## config.mk

```make
export PLATFORM = sky130hd
export DESIGN_NAME = frame_delimiter_inserter
export DESIGN_NICKNAME = d
export VERILOG_FILES = /design/src/rtl/frame_delimiter_inserter.sv
export SDC_FILE = /design/constraint.sdc
export NUM_CORES = 1
export LEC_CHECK = 0
export ABC_AREA = 0
export BUFFER_PORTS_ARGS = -buffer_cell sky130_fd_sc_hd__buf_2
export CORE_UTILIZATION = 35
export DETAILED_ROUTE_END_ITERATION = 7
export SLEW_MARGIN = 20
export SYNTH_ARGS = -nofsm -noshare
export SYNTH_HDL_FRONTEND = slang
export SYNTH_SLANG_ARGS = --single-unit
```

## constraint.sdc

```tcl
create_clock -name clock -period 5.9 [get_ports clock]
set_input_delay 0.885 -clock clock [delete_from_list [all_inputs] [get_ports clock]]
set_output_delay 0.885 -clock clock [all_outputs]
set_load 0.005 [all_outputs]
```

## src/rtl/frame_delimiter_inserter.sv

```systemverilog
// frame_delimiter_inserter
//   Brackets every vsync-delimited frame of a payload byte stream with an SOF
//   pattern (on vsync rise) and an EOF pattern (on the accepted vsync fall).
//   A tagged FIFO of {sof, eof, dv, data} entries absorbs input while the
//   patterns are being emitted. The output side uses a registered valid/ready
//   handshake.
//   Optional build macro FRAME_LEN_EN: counts payload words per frame and
//   appends the count (LEN_BYTES words, MS word first) after the EOF pattern.
// Ports
//   clock      system clock
//   nreset     asynchronous active-low reset
//   in_valid   in_data valid this cycle (no upstream backpressure)
//   in_data    payload word
//   vsync      frame-active level, synchronous to clock
//   out_valid  out_data valid (registered)
//   out_data   output word (registered)
//   out_ready  downstream accepts the word when out_valid && out_ready
//   in_frame   high between an accepted vsync rise and the matching fall
//   overflow   sticky, a payload word was lost to a full FIFO
module frame_delimiter_inserter #(
    parameter int unsigned  DATA_WIDTH  = 8,
    parameter int unsigned  FIFO_DEPTH  = 16,
    parameter int unsigned  SOF_BYTES   = 2,
    parameter logic [127:0] SOF_PATTERN = 128'hffd8,
    parameter int unsigned  EOF_BYTES   = 2,
    parameter logic [127:0] EOF_PATTERN = 128'hffd9,
    parameter int unsigned  LEN_BYTES   = 4
) (
    input  logic                  clock,
    input  logic                  nreset,
    input  logic                  in_valid,
    input  logic [DATA_WIDTH-1:0] in_data,
    input  logic                  vsync,
    output logic                  out_valid,
    output logic [DATA_WIDTH-1:0] out_data,
    input  logic                  out_ready,
    output logic                  in_frame,
    output logic                  overflow
);

    localparam int unsigned AW    = $clog2(FIFO_DEPTH);
    localparam int unsigned LEN_W = 8 * LEN_BYTES;
`ifdef FRAME_LEN_EN
    localparam int unsigned ENT_W = DATA_WIDTH + 3 + LEN_W;
`else
    localparam int unsigned ENT_W = DATA_WIDTH + 3;
`endif
    localparam logic       SOF_EN   = (SOF_BYTES != 32'd0);
    localparam logic [7:0] SOF_CNT  = 8'(SOF_BYTES);
    localparam logic [7:0] SOF_LAST = SOF_CNT - 8'd1;
    localparam logic [7:0] EOF_CNT  = 8'(EOF_BYTES);
    localparam logic [7:0] EOF_LAST = EOF_CNT - 8'd1;

`ifdef FRAME_LEN_EN
    localparam logic [7:0] LEN_CNT  = 8'(LEN_BYTES);
    localparam logic [7:0] LEN_LAST = LEN_CNT - 8'd1;
    typedef enum logic [1:0] {S_PASS = 2'd0, S_SOF = 2'd1, S_EOF = 2'd2, S_LEN = 2'd3} state_t;
`else
    typedef enum logic [1:0] {S_PASS = 2'd0, S_SOF = 2'd1, S_EOF = 2'd2} state_t;
`endif

    // Word idx of an nwords-long pattern, MS word first.
    function automatic logic [DATA_WIDTH-1:0] pick_word(input logic [127:0] pat,
                                                        input logic [7:0]   nwords,
                                                        input logic [7:0]   idx);
        logic [127:0] sh;
        sh = pat >> (DATA_WIDTH * 32'(nwords - idx - 8'd1));
        return sh[DATA_WIDTH-1:0];
    endfunction

    logic                  vsync_prev_r, armed_r, in_frame_r, overflow_r;
    logic                  pend_sof_r, pend_eof_r;
    logic [AW:0]           wr_ptr_r, rd_ptr_r;
    logic [ENT_W-1:0]      mem_r [FIFO_DEPTH];
    logic                  rise_s, fall_acc_s, wr_req_s, wr_ok_s, full_s, empty_s, pop_s;
    logic [ENT_W-1:0]      wr_entry_s, rd_entry_s;
    logic                  e_sof_s, e_eof_s, e_dv_s;
    logic [DATA_WIDTH-1:0] e_data_s;

    state_t                state_r, state_s;
    logic [7:0]            idx_r, idx_s;
    logic                  cur_dv_r, cur_dv_s, cur_eof_r, cur_eof_s, last_s;
    logic [DATA_WIDTH-1:0] cur_data_r, cur_data_s;
    logic                  out_valid_r, out_valid_s;
    logic [DATA_WIDTH-1:0] out_data_r, out_data_s;

    // The detector is armed one cycle after reset so a vsync level that is
    // already high at release is not mistaken for a rise.
    assign rise_s     = vsync & ~vsync_prev_r & armed_r;
    assign fall_acc_s = ~vsync & vsync_prev_r & in_frame_r;
    assign wr_req_s   = rise_s | fall_acc_s | in_valid | pend_sof_r | pend_eof_r;
    assign full_s     = (wr_ptr_r[AW-1:0] == rd_ptr_r[AW-1:0]) && (wr_ptr_r[AW] != rd_ptr_r[AW]);
    assign empty_s    = (wr_ptr_r == rd_ptr_r);
    assign wr_ok_s    = wr_req_s & ~full_s;

`ifdef FRAME_LEN_EN
    logic [LEN_W-1:0] frame_cnt_r, frame_cnt_s, pend_len_r, cur_len_r, cur_len_s, e_len_s;

    // Payload counter: restarts on rise, counts every dv word of the frame
    // (lost ones included), saturates at all-ones.
    always_comb begin
        frame_cnt_s = frame_cnt_r;
        if (rise_s) begin
            frame_cnt_s = {{(LEN_W-1){1'b0}}, in_valid};
        end else if (in_frame_r && in_valid && (frame_cnt_r != {LEN_W{1'b1}})) begin
            frame_cnt_s = frame_cnt_r + {{(LEN_W-1){1'b0}}, 1'b1};
        end else begin
            frame_cnt_s = frame_cnt_r;
        end
    end

    // Counter and the length held back while an eof waits for FIFO space.
    always_ff @(posedge clock or negedge nreset) begin
        if (!nreset) begin
            frame_cnt_r <= {LEN_W{1'b0}};
            pend_len_r  <= {LEN_W{1'b0}};
        end else begin
            frame_cnt_r <= frame_cnt_s;
            if (fall_acc_s && full_s) begin
                pend_len_r <= frame_cnt_s;
            end
        end
    end

    assign wr_entry_s = {(fall_acc_s ? frame_cnt_s : pend_len_r), rise_s | pend_sof_r,
                         fall_acc_s | pend_eof_r, in_valid, in_data};
    assign e_len_s    = rd_entry_s[ENT_W-1 -: LEN_W];
`else
    assign wr_entry_s = {rise_s | pend_sof_r, fall_acc_s | pend_eof_r, in_valid, in_data};
`endif

    assign rd_entry_s = mem_r[rd_ptr_r[AW-1:0]];
    assign e_data_s   = rd_entry_s[DATA_WIDTH-1:0];
    assign e_dv_s     = rd_entry_s[DATA_WIDTH];
    assign e_eof_s    = rd_entry_s[DATA_WIDTH+1];
    assign e_sof_s    = rd_entry_s[DATA_WIDTH+2];

    // FIFO storage; contents are qualified by the pointers, so no reset.
    always_ff @(posedge clock) begin
        if (wr_ok_s) begin
            mem_r[wr_ptr_r[AW-1:0]] <= wr_entry_s;
        end
    end

    // Edge detection, frame flag, sticky overflow, pending markers, pointers.
    always_ff @(posedge clock or negedge nreset) begin
        if (!nreset) begin
            vsync_prev_r <= 1'b0;
            armed_r      <= 1'b0;
            in_frame_r   <= 1'b0;
            overflow_r   <= 1'b0;
            pend_sof_r   <= 1'b0;
            pend_eof_r   <= 1'b0;
            wr_ptr_r     <= {(AW+1){1'b0}};
            rd_ptr_r     <= {(AW+1){1'b0}};
        end else begin
            vsync_prev_r <= vsync;
            armed_r      <= 1'b1;
            if (rise_s) begin
                in_frame_r <= 1'b1;
            end else if (fall_acc_s) begin
                in_frame_r <= 1'b0;
            end
            if (wr_req_s && full_s && in_valid) begin
                overflow_r <= 1'b1;
            end
            // Markers that hit a full FIFO ride along with the next write.
            if (wr_req_s && full_s) begin
                pend_sof_r <= pend_sof_r | rise_s;
                pend_eof_r <= pend_eof_r | fall_acc_s;
            end else if (wr_ok_s) begin
                pend_sof_r <= 1'b0;
                pend_eof_r <= 1'b0;
            end
            if (wr_ok_s) begin
                wr_ptr_r <= wr_ptr_r + {{AW{1'b0}}, 1'b1};
            end
            if (pop_s) begin
                rd_ptr_r <= rd_ptr_r + {{AW{1'b0}}, 1'b1};
            end
        end
    end

    // Emission FSM: next state, next output word and FIFO pop.
    always_comb begin
        state_s     = state_r;
        idx_s       = idx_r;
        cur_dv_s    = cur_dv_r;
        cur_eof_s   = cur_eof_r;
        cur_data_s  = cur_data_r;
`ifdef FRAME_LEN_EN
        cur_len_s   = cur_len_r;
`endif
        out_valid_s = out_valid_r & ~out_ready;
        out_data_s  = out_data_r;
        pop_s       = 1'b0;
        last_s      = 1'b0;
        if (out_valid_r && !out_ready) begin
            // Stalled: hold the presented word and the FSM.
            out_valid_s = 1'b1;
        end else begin
            case (state_r)
                S_PASS: begin
                    if (!empty_s) begin
                        pop_s      = 1'b1;
                        cur_dv_s   = e_dv_s;
                        cur_eof_s  = e_eof_s;
                        cur_data_s = e_data_s;
`ifdef FRAME_LEN_EN
                        cur_len_s  = e_len_s;
`endif
                        idx_s      = 8'd0;
                        if (e_sof_s && SOF_EN) begin
                            state_s = S_SOF;
                        end else if (e_dv_s) begin
                            out_valid_s = 1'b1;
                            out_data_s  = e_data_s;
                            state_s     = e_eof_s ? S_EOF : S_PASS;
                        end else if (e_eof_s) begin
                            state_s = S_EOF;
                        end else begin
                            state_s = S_PASS;
                        end
                    end else begin
                        state_s = S_PASS;
                    end
                end
                S_SOF: begin
                    out_valid_s = 1'b1;
                    // Index SOF_CNT presents the entry's own data word.
                    if (idx_r < SOF_CNT) begin
                        out_data_s = pick_word(SOF_PATTERN, SOF_CNT, idx_r);
                        last_s     = (idx_r == SOF_LAST) && !cur_dv_r;
                    end else begin
                        out_data_s = cur_data_r;
                        last_s     = 1'b1;
                    end
                    if (last_s) begin
                        idx_s   = 8'd0;
                        state_s = cur_eof_r ? S_EOF : S_PASS;
                    end else begin
                        idx_s = idx_r + 8'd1;
                    end
                end
                S_EOF: begin
                    out_valid_s = 1'b1;
                    out_data_s  = pick_word(EOF_PATTERN, EOF_CNT, idx_r);
                    if (idx_r == EOF_LAST) begin
                        idx_s = 8'd0;
`ifdef FRAME_LEN_EN
                        state_s = S_LEN;
`else
                        state_s = S_PASS;
`endif
                    end else begin
                        idx_s = idx_r + 8'd1;
                    end
                end
`ifdef FRAME_LEN_EN
                S_LEN: begin
                    out_valid_s = 1'b1;
                    out_data_s  = pick_word({{(128-LEN_W){1'b0}}, cur_len_r}, LEN_CNT, idx_r);
                    if (idx_r == LEN_LAST) begin
                        idx_s   = 8'd0;
                        state_s = S_PASS;
                    end else begin
                        idx_s = idx_r + 8'd1;
                    end
                end
`endif
                default: begin
                    idx_s   = 8'd0;
                    state_s = S_PASS;
                end
            endcase
        end
    end

    // FSM state, current entry and the registered output word.
    always_ff @(posedge clock or negedge nreset) begin
        if (!nreset) begin
            state_r     <= S_PASS;
            idx_r       <= 8'd0;
            cur_dv_r    <= 1'b0;
            cur_eof_r   <= 1'b0;
            cur_data_r  <= {DATA_WIDTH{1'b0}};
`ifdef FRAME_LEN_EN
            cur_len_r   <= {LEN_W{1'b0}};
`endif
            out_valid_r <= 1'b0;
            out_data_r  <= {DATA_WIDTH{1'b0}};
        end else begin
            state_r     <= state_s;
            idx_r       <= idx_s;
            cur_dv_r    <= cur_dv_s;
            cur_eof_r   <= cur_eof_s;
            cur_data_r  <= cur_data_s;
`ifdef FRAME_LEN_EN
            cur_len_r   <= cur_len_s;
`endif
            out_valid_r <= out_valid_s;
            out_data_r  <= out_data_s;
        end
    end

    assign out_valid = out_valid_r;
    assign out_data  = out_data_r;
    assign in_frame  = in_frame_r;
    assign overflow  = overflow_r;

endmodule

```

; ---- Word level (Yosys, flattened, before mapping)
; Memories as Yosys holds them, arrays and structs flattened.
; Index checks and enable logic that the tools add are counted.
[op_classes]
mux = 34
reduce_logical = 16
eq_ne = 11
n_bitwise = 18
n_lt_le_gt_ge = 1
n_addsub = 5
shift = 2
[ops]
columns = cell, count
row1 = $shr A16 B32 Y8 const A, 2
row2 = $mux W8, 7
row3 = $pmux W8 S3, 2
row4 = $mux W1, 17
row5 = $mux W2, 6
row6 = $add A5 B1 Y5 const B, 2
row7 = $ne A2 B2 Y1 const B, 5
row8 = $sub A9 B2 Y10 const B, 1
row9 = $sub A2 B8 Y9 const A, 1
row10 = $add A8 B1 Y8 const B, 1
row11 = $eq A8 B1 Y1 const B, 1
row12 = $lt A8 B2 Y1 const B, 1
row13 = $and A1 B1 Y1, 6
row14 = $not A1 Y1, 6
row15 = $or A1 B1 Y1, 6
row16 = $pmux W2 S3, 1
row17 = $reduce_and A3 Y1, 2
row18 = $eq A5 B5 Y1, 1
row19 = $logic_and A1 B1 Y1, 5
row20 = $reduce_and A5 Y1, 1
row21 = $eq A4 B4 Y1, 1
row22 = $reduce_bool A2 Y1, 2
row23 = $reduce_bool A3 Y1, 1
row24 = $eq A2 B1 Y1 const B, 1
row25 = 7 further kinds, 8
[totals]
inputBits = 13
register_bits = 45
output_inout_bits = 11
wordCells = 103
ram_bits = 176
mem_count = 1
[mem_list]
columns = name, depth, width, read_ports, rd_clocked_by_memory_dff, write_ports, line
row1 = mem_r, 16, 11, 1, 0, 1, 74  ; logic [ENT_W-1:0] mem_r [FIFO_DEPTH];

; ---- Longest topological paths before layout
[logic_depth]
depth_word = 10
ltp_mapped = 10
depth_no_buf = 8

; ---- Least setup slack after synthesis
; Ideal clock, no wire load.
[synth_path]
path_type = input to register
start = input vsync
end = memory mem_r[3][0] in the netlist's numbering (enable)
path_stages = 6
required_ns = 5.507
arrival_ns = 2.881
slack_ns = 2.626
path_buffers = 1
setup_ns = 0.393
cell_sequence = nand2_1 o21bai_1 o31a_1 clkbuf_1 nand2_1 nor3_1
[synth_via]
elab_chain_len = 10
elab_cells_between_ends = 12
classes_between = mux (2) / bitwise (10)
[synth_rtl]
columns = element, line
row1 = "start, declared", 33  ; input logic vsync,
row2 = $not A1 Y1, 90  ; assign fall_acc_s = ~vsync & vsync_prev_r & in_frame_r;
row3 = $and A1 B1 Y1 (2 in series), 90
row4 = $or A1 B1 Y1 (*) (4 in series), 91  ; assign wr_req_s = rise_s | fall_acc_s | in_valid | pend_sof_r | pend_eof_r;
row5 = $and A1 B1 Y1 (*), 94  ; assign wr_ok_s = wr_req_s & ~full_s;
row6 = $mux W1 (*), 140  ; if (wr_ok_s) begin
row7 = $mux W1 (not written as such) (*), 141  ; mem_r[wr_ptr_r[AW-1:0]] <= wr_entry_s;
row8 = "end, declared", 74
; Mark *: on every way between the ends. The rest lies on a longest branch, timed or not.

; ---- Worst setup path in the final report
[layout_path]
start = register rd_ptr_r[1]
end = memory mem_r[8][6] in the netlist's numbering (enable)
[layout_via]
elab_chain_len = 6
[layout_rtl]
columns = element, line
row1 = "start, declared", 73  ; logic [AW:0] wr_ptr_r, rd_ptr_r;
row2 = "start signal, assigned", 155  ; rd_ptr_r <= {(AW+1){1'b0}};
row3 = "start signal, assigned", 179  ; rd_ptr_r <= rd_ptr_r + {{AW{1'b0}}, 1'b1};
row4 = $eq A4 B4 Y1, 92  ; assign full_s = (wr_ptr_r[AW-1:0] == rd_ptr_r[AW-1:0]) && (wr_ptr_r[AW] != rd_ptr_r[AW]);
row5 = $logic_and A1 B1 Y1, 92
row6 = $not A1 Y1, 94
row7 = $and A1 B1 Y1, 94
row8 = $mux W1, 140
row9 = $mux W1 (not written as such), 141
; No other way between the ends.

==> impl_results.md <==
- Status: finished with violations
- Failing checks: design-rule violations
- RSZ-0062 raised after global routing: false
- 1st-iter DRT viols: 668
- CP Launch Type: register
- Synth top area share: 56.1%
- Placer Congestion: 0.882
- Net Count, Synth: 603
- Pleak: approximately 3.7 nW
- Critical path type: register to register
- Total congestion overflow: 0
- Setup violations, final: 0
- Overall routed net length: 20.7 mm
- Max Clk Rate: 317 MHz
- Total Power: 5.54 mW
- Vias per inst: 5.45
- Largest area contributor in the netlist: edfxtp_1
- Arrival @ worst endpoint: ~3.3 ns
- Pwr dens: 518 nW/um^2
- Layout fillers: 2,346
- Post-synth EDFFs: 176
- GR Util All Layers: roughly 15%
- Share of cells above drive strength 1: a little under a quarter
- Slowest stage cell, crit path: nor2_1
- Detail Route Antenna Nets: 0
- Cell breakdown of the critical path: xor2_1 > nor4_1 > nand2b_1 > o31a_1 > nand2_1 > nor2_1
- Initial cell density of the core: 36.0%
- Asr flop ratio synth: 20.4%
- Worst hold path type: primary input to asynchronous set/reset pin
- Die area: approximately 28,000 sq um
- Port bufs: 23
- Synth Flop Type: edfxtp_1
- Tcrit/Tclk final: a little over half
- Die height: 166 um
- Syn. warnings: 0
- Post-synthesis cell type count: 62
- Max-Cap Viols: 0
- Most common cell in the netlist: edfxtp_1
- Main area contributors after synthesis: edfxtp_1, dfrtp_1, mux4_2
- Multi-input gate area: 2850 sq um
- Register clock-pin slew on the reported worst setup and hold paths: 0.06 ns
- WL/cell: 21.7 um
- Worst path required time: 6.03 ns
- Clock Latency Late Sink: about 0.52 ns
- Critical path buffer and inverter count: 0
- CTS Hold Bufs: 0
- Post-CTS sizing: 0
- Top sig layer: met4
- Post-Syn Area: ~9400 sq um
- Syn-to-layout area delta: 13.5%
- Die X: roughly 170 um
- Final Slew Violations: 0
- Routed vias: 5,198
- Worst Skew: 0.0134 ns
- Antenna violations before repair: 0
- Register area share after synthesis: 68.0%
- Diode count: 0
- Slew headroom: between 20% and 30%
- Met2 wire len: 9.97 mm
- Final Hold Viols: 0
- Syn_area_per_cell: about 16 sq um
- Final #Nets: 630
- Routed metal-1 wire length: 8.97 mm
- Critical Path Fanout Max: 18
- Post-synth top cells: edfxtp_1, dfrtp_1, mux4_2
- # clock sinks: roughly 220
- Final setup TNS: 0 ns
- DR pass1 iterations: 8
- Peak supply drop: between 0.0002 and 0.0003 V
- Area of the core: between 20,000 and 30,000 sq um
- FF+latch area: 6410 sq um
- Synthesized instance count: 575
- CP peak stage delay: roughly 0.85 ns
- Dpl hpwl: approximately 14 mm
- CTS root buf: clkbuf_16
- Metal3 WL: 1.15 mm
- Setup crit end kind: register
- Post-CTS Setup Inserts: 0
- Worst-margin pin slew: 1.06 ns
- Max H-tree Level: 1
- Row count: 59
- # DRC: 3
- Vias in the first global route: approximately 5,500
- Longest Clk Path Bufs: 3
- Post-route minimum period: 3.16 ns
- Crit-path leading delay family: simple AND/OR/NAND/NOR gates
- TritonCTS clock tree: done
- First-pass GRT wire length: 32.2 mm
- CTS Buf Count: 24
- Largest net degree at the start of global routing: 48
- Seq cells post-synth: 221
- IO Count: 24
-- metal layers --
| metal | vias up | GRT usage [%] |
|---|---|---|
| li1 | 2307 | - |
| met1 | 2678 | 20.4 |
| met2 | 170 | 25.5 |
| met3 | 43 | 2.79 |
| met4 | 0 | 5.12 |
| met5 | - | 0 |
-- worst paths after layout --
check	from	endpoint	slack [ns]	cells past startpoint
worst min-delay path	nreset	idx_r[2]$_DFFE_PN0P_	0.37	1
worst max register to register	rd_ptr_r[1]$_DFFE_PN0P_	mem_r[8][6]$_DFFE_PP_	2.74	6
worst max-delay path	rd_ptr_r[1]$_DFFE_PN0P_	mem_r[8][6]$_DFFE_PP_	2.74	6
min in group clock	overflow$_DFFE_PN0P_	overflow$_DFFE_PN0P_	0.48	1
worst min register to register	overflow$_DFFE_PN0P_	overflow$_DFFE_PN0P_	0.48	1
max in group asynchronous	nreset	rd_ptr_r[1]$_DFFE_PN0P_	5.06	1
-- area by class of cell --
cell class,instances,area share (%)
clock buffers,29,5.79
clock inverters,14,1.74
inverters,13,0.456
multi-input cells,314,26.7
flip-flops and latches,221,60.0
well taps,335,3.92
repair buffers,28,1.45
-- where the power goes --
part	switching, mW	total [mW]	leakage [nW]	internal, mW
Clock	0.594	1.52	0.386	0.924
Sequential	0.181	2.15	2.16	1.97
Combinational	1.10	1.87	1.15	0.768
Total	1.88	5.54	3.69	3.66
-- cell usage in the layout (no fill, tap or decap), types with 5 or more instances in the layout --
master | Yosys | layout
xnor2_1 | 9 | 9
nor2_1 | 32 | 32
o21a_1 | 7 | 7
nand3_1 | 13 | 13
nor2b_1 | 9 | 9
and3_1 | 5 | 5
mux4_2 | 43 | 43
mux2i_1 | 6 | 6
dfrtp_1 | 45 | 43
clkbuf_16 | 0 | 24
a21oi_1 | 9 | 9
buf_2 | 15 | 22
ha_1 | 15 | 15
nand4_1 | 6 | 6
a22o_1 | 7 | 7
clkinv_1 | 2 | 5
buf_4 | 1 | 6
mux2_2 | 12 | 12
nand2b_1 | 6 | 6
edfxtp_1 | 176 | 176
nand2_1 | 34 | 34
inv_1 | 10 | 10
o21ai_0 | 18 | 18
o21ai_1 | 6 | 6
xor2_1 | 5 | 5
a31oi_1 | 5 | 5
clkbuf_1 | 8 | 5
a22oi_1 | 5 | 5
-- through the flow --
| step | hold slack, ns | instance area [sq um] | util, % | std cells | setup slack, ns |
|---|---|---|---|---|---|
| CTS | 0.493 | 10700 | 40.8 | 954 | 2.73 |
| global placement | 0.462 | 9890 | 37.7 | 911 | 2.66 |
| finish | 0.369 | 10700 | 40.8 | 954 | 2.74 |
| detailed placement | 0.473 | 9890 | 37.7 | 911 | 2.64 |
| floorplan | 0.444 | 9420 | - | 575 | 2.63 |
| global route | 0.419 | 10700 | 40.8 | 954 | 2.49 |
-- registers in the layout, summed over array words and instances (netlist names), 2 cells and up --
signal	count
wr_ptr_r	5
out_data	8
state_r	2
rd_ptr_r	5
idx_r	8
cur_data_r	8
mem_r	176
-- kinds of logic after synthesis --
| kind of cell | synth area share [%] |
|---|---|
| fa+ha+maj | 1.99 |
| simple gates | 6.88 |
| mux | 12.5 |
| compound gates | 7.37 |
| xor+xnor | 1.30 |
| other cells | 0.0398 |
| flops | 68.0 |
| buf+inv | 1.91 |
Power figures use the tool's default switching activity.
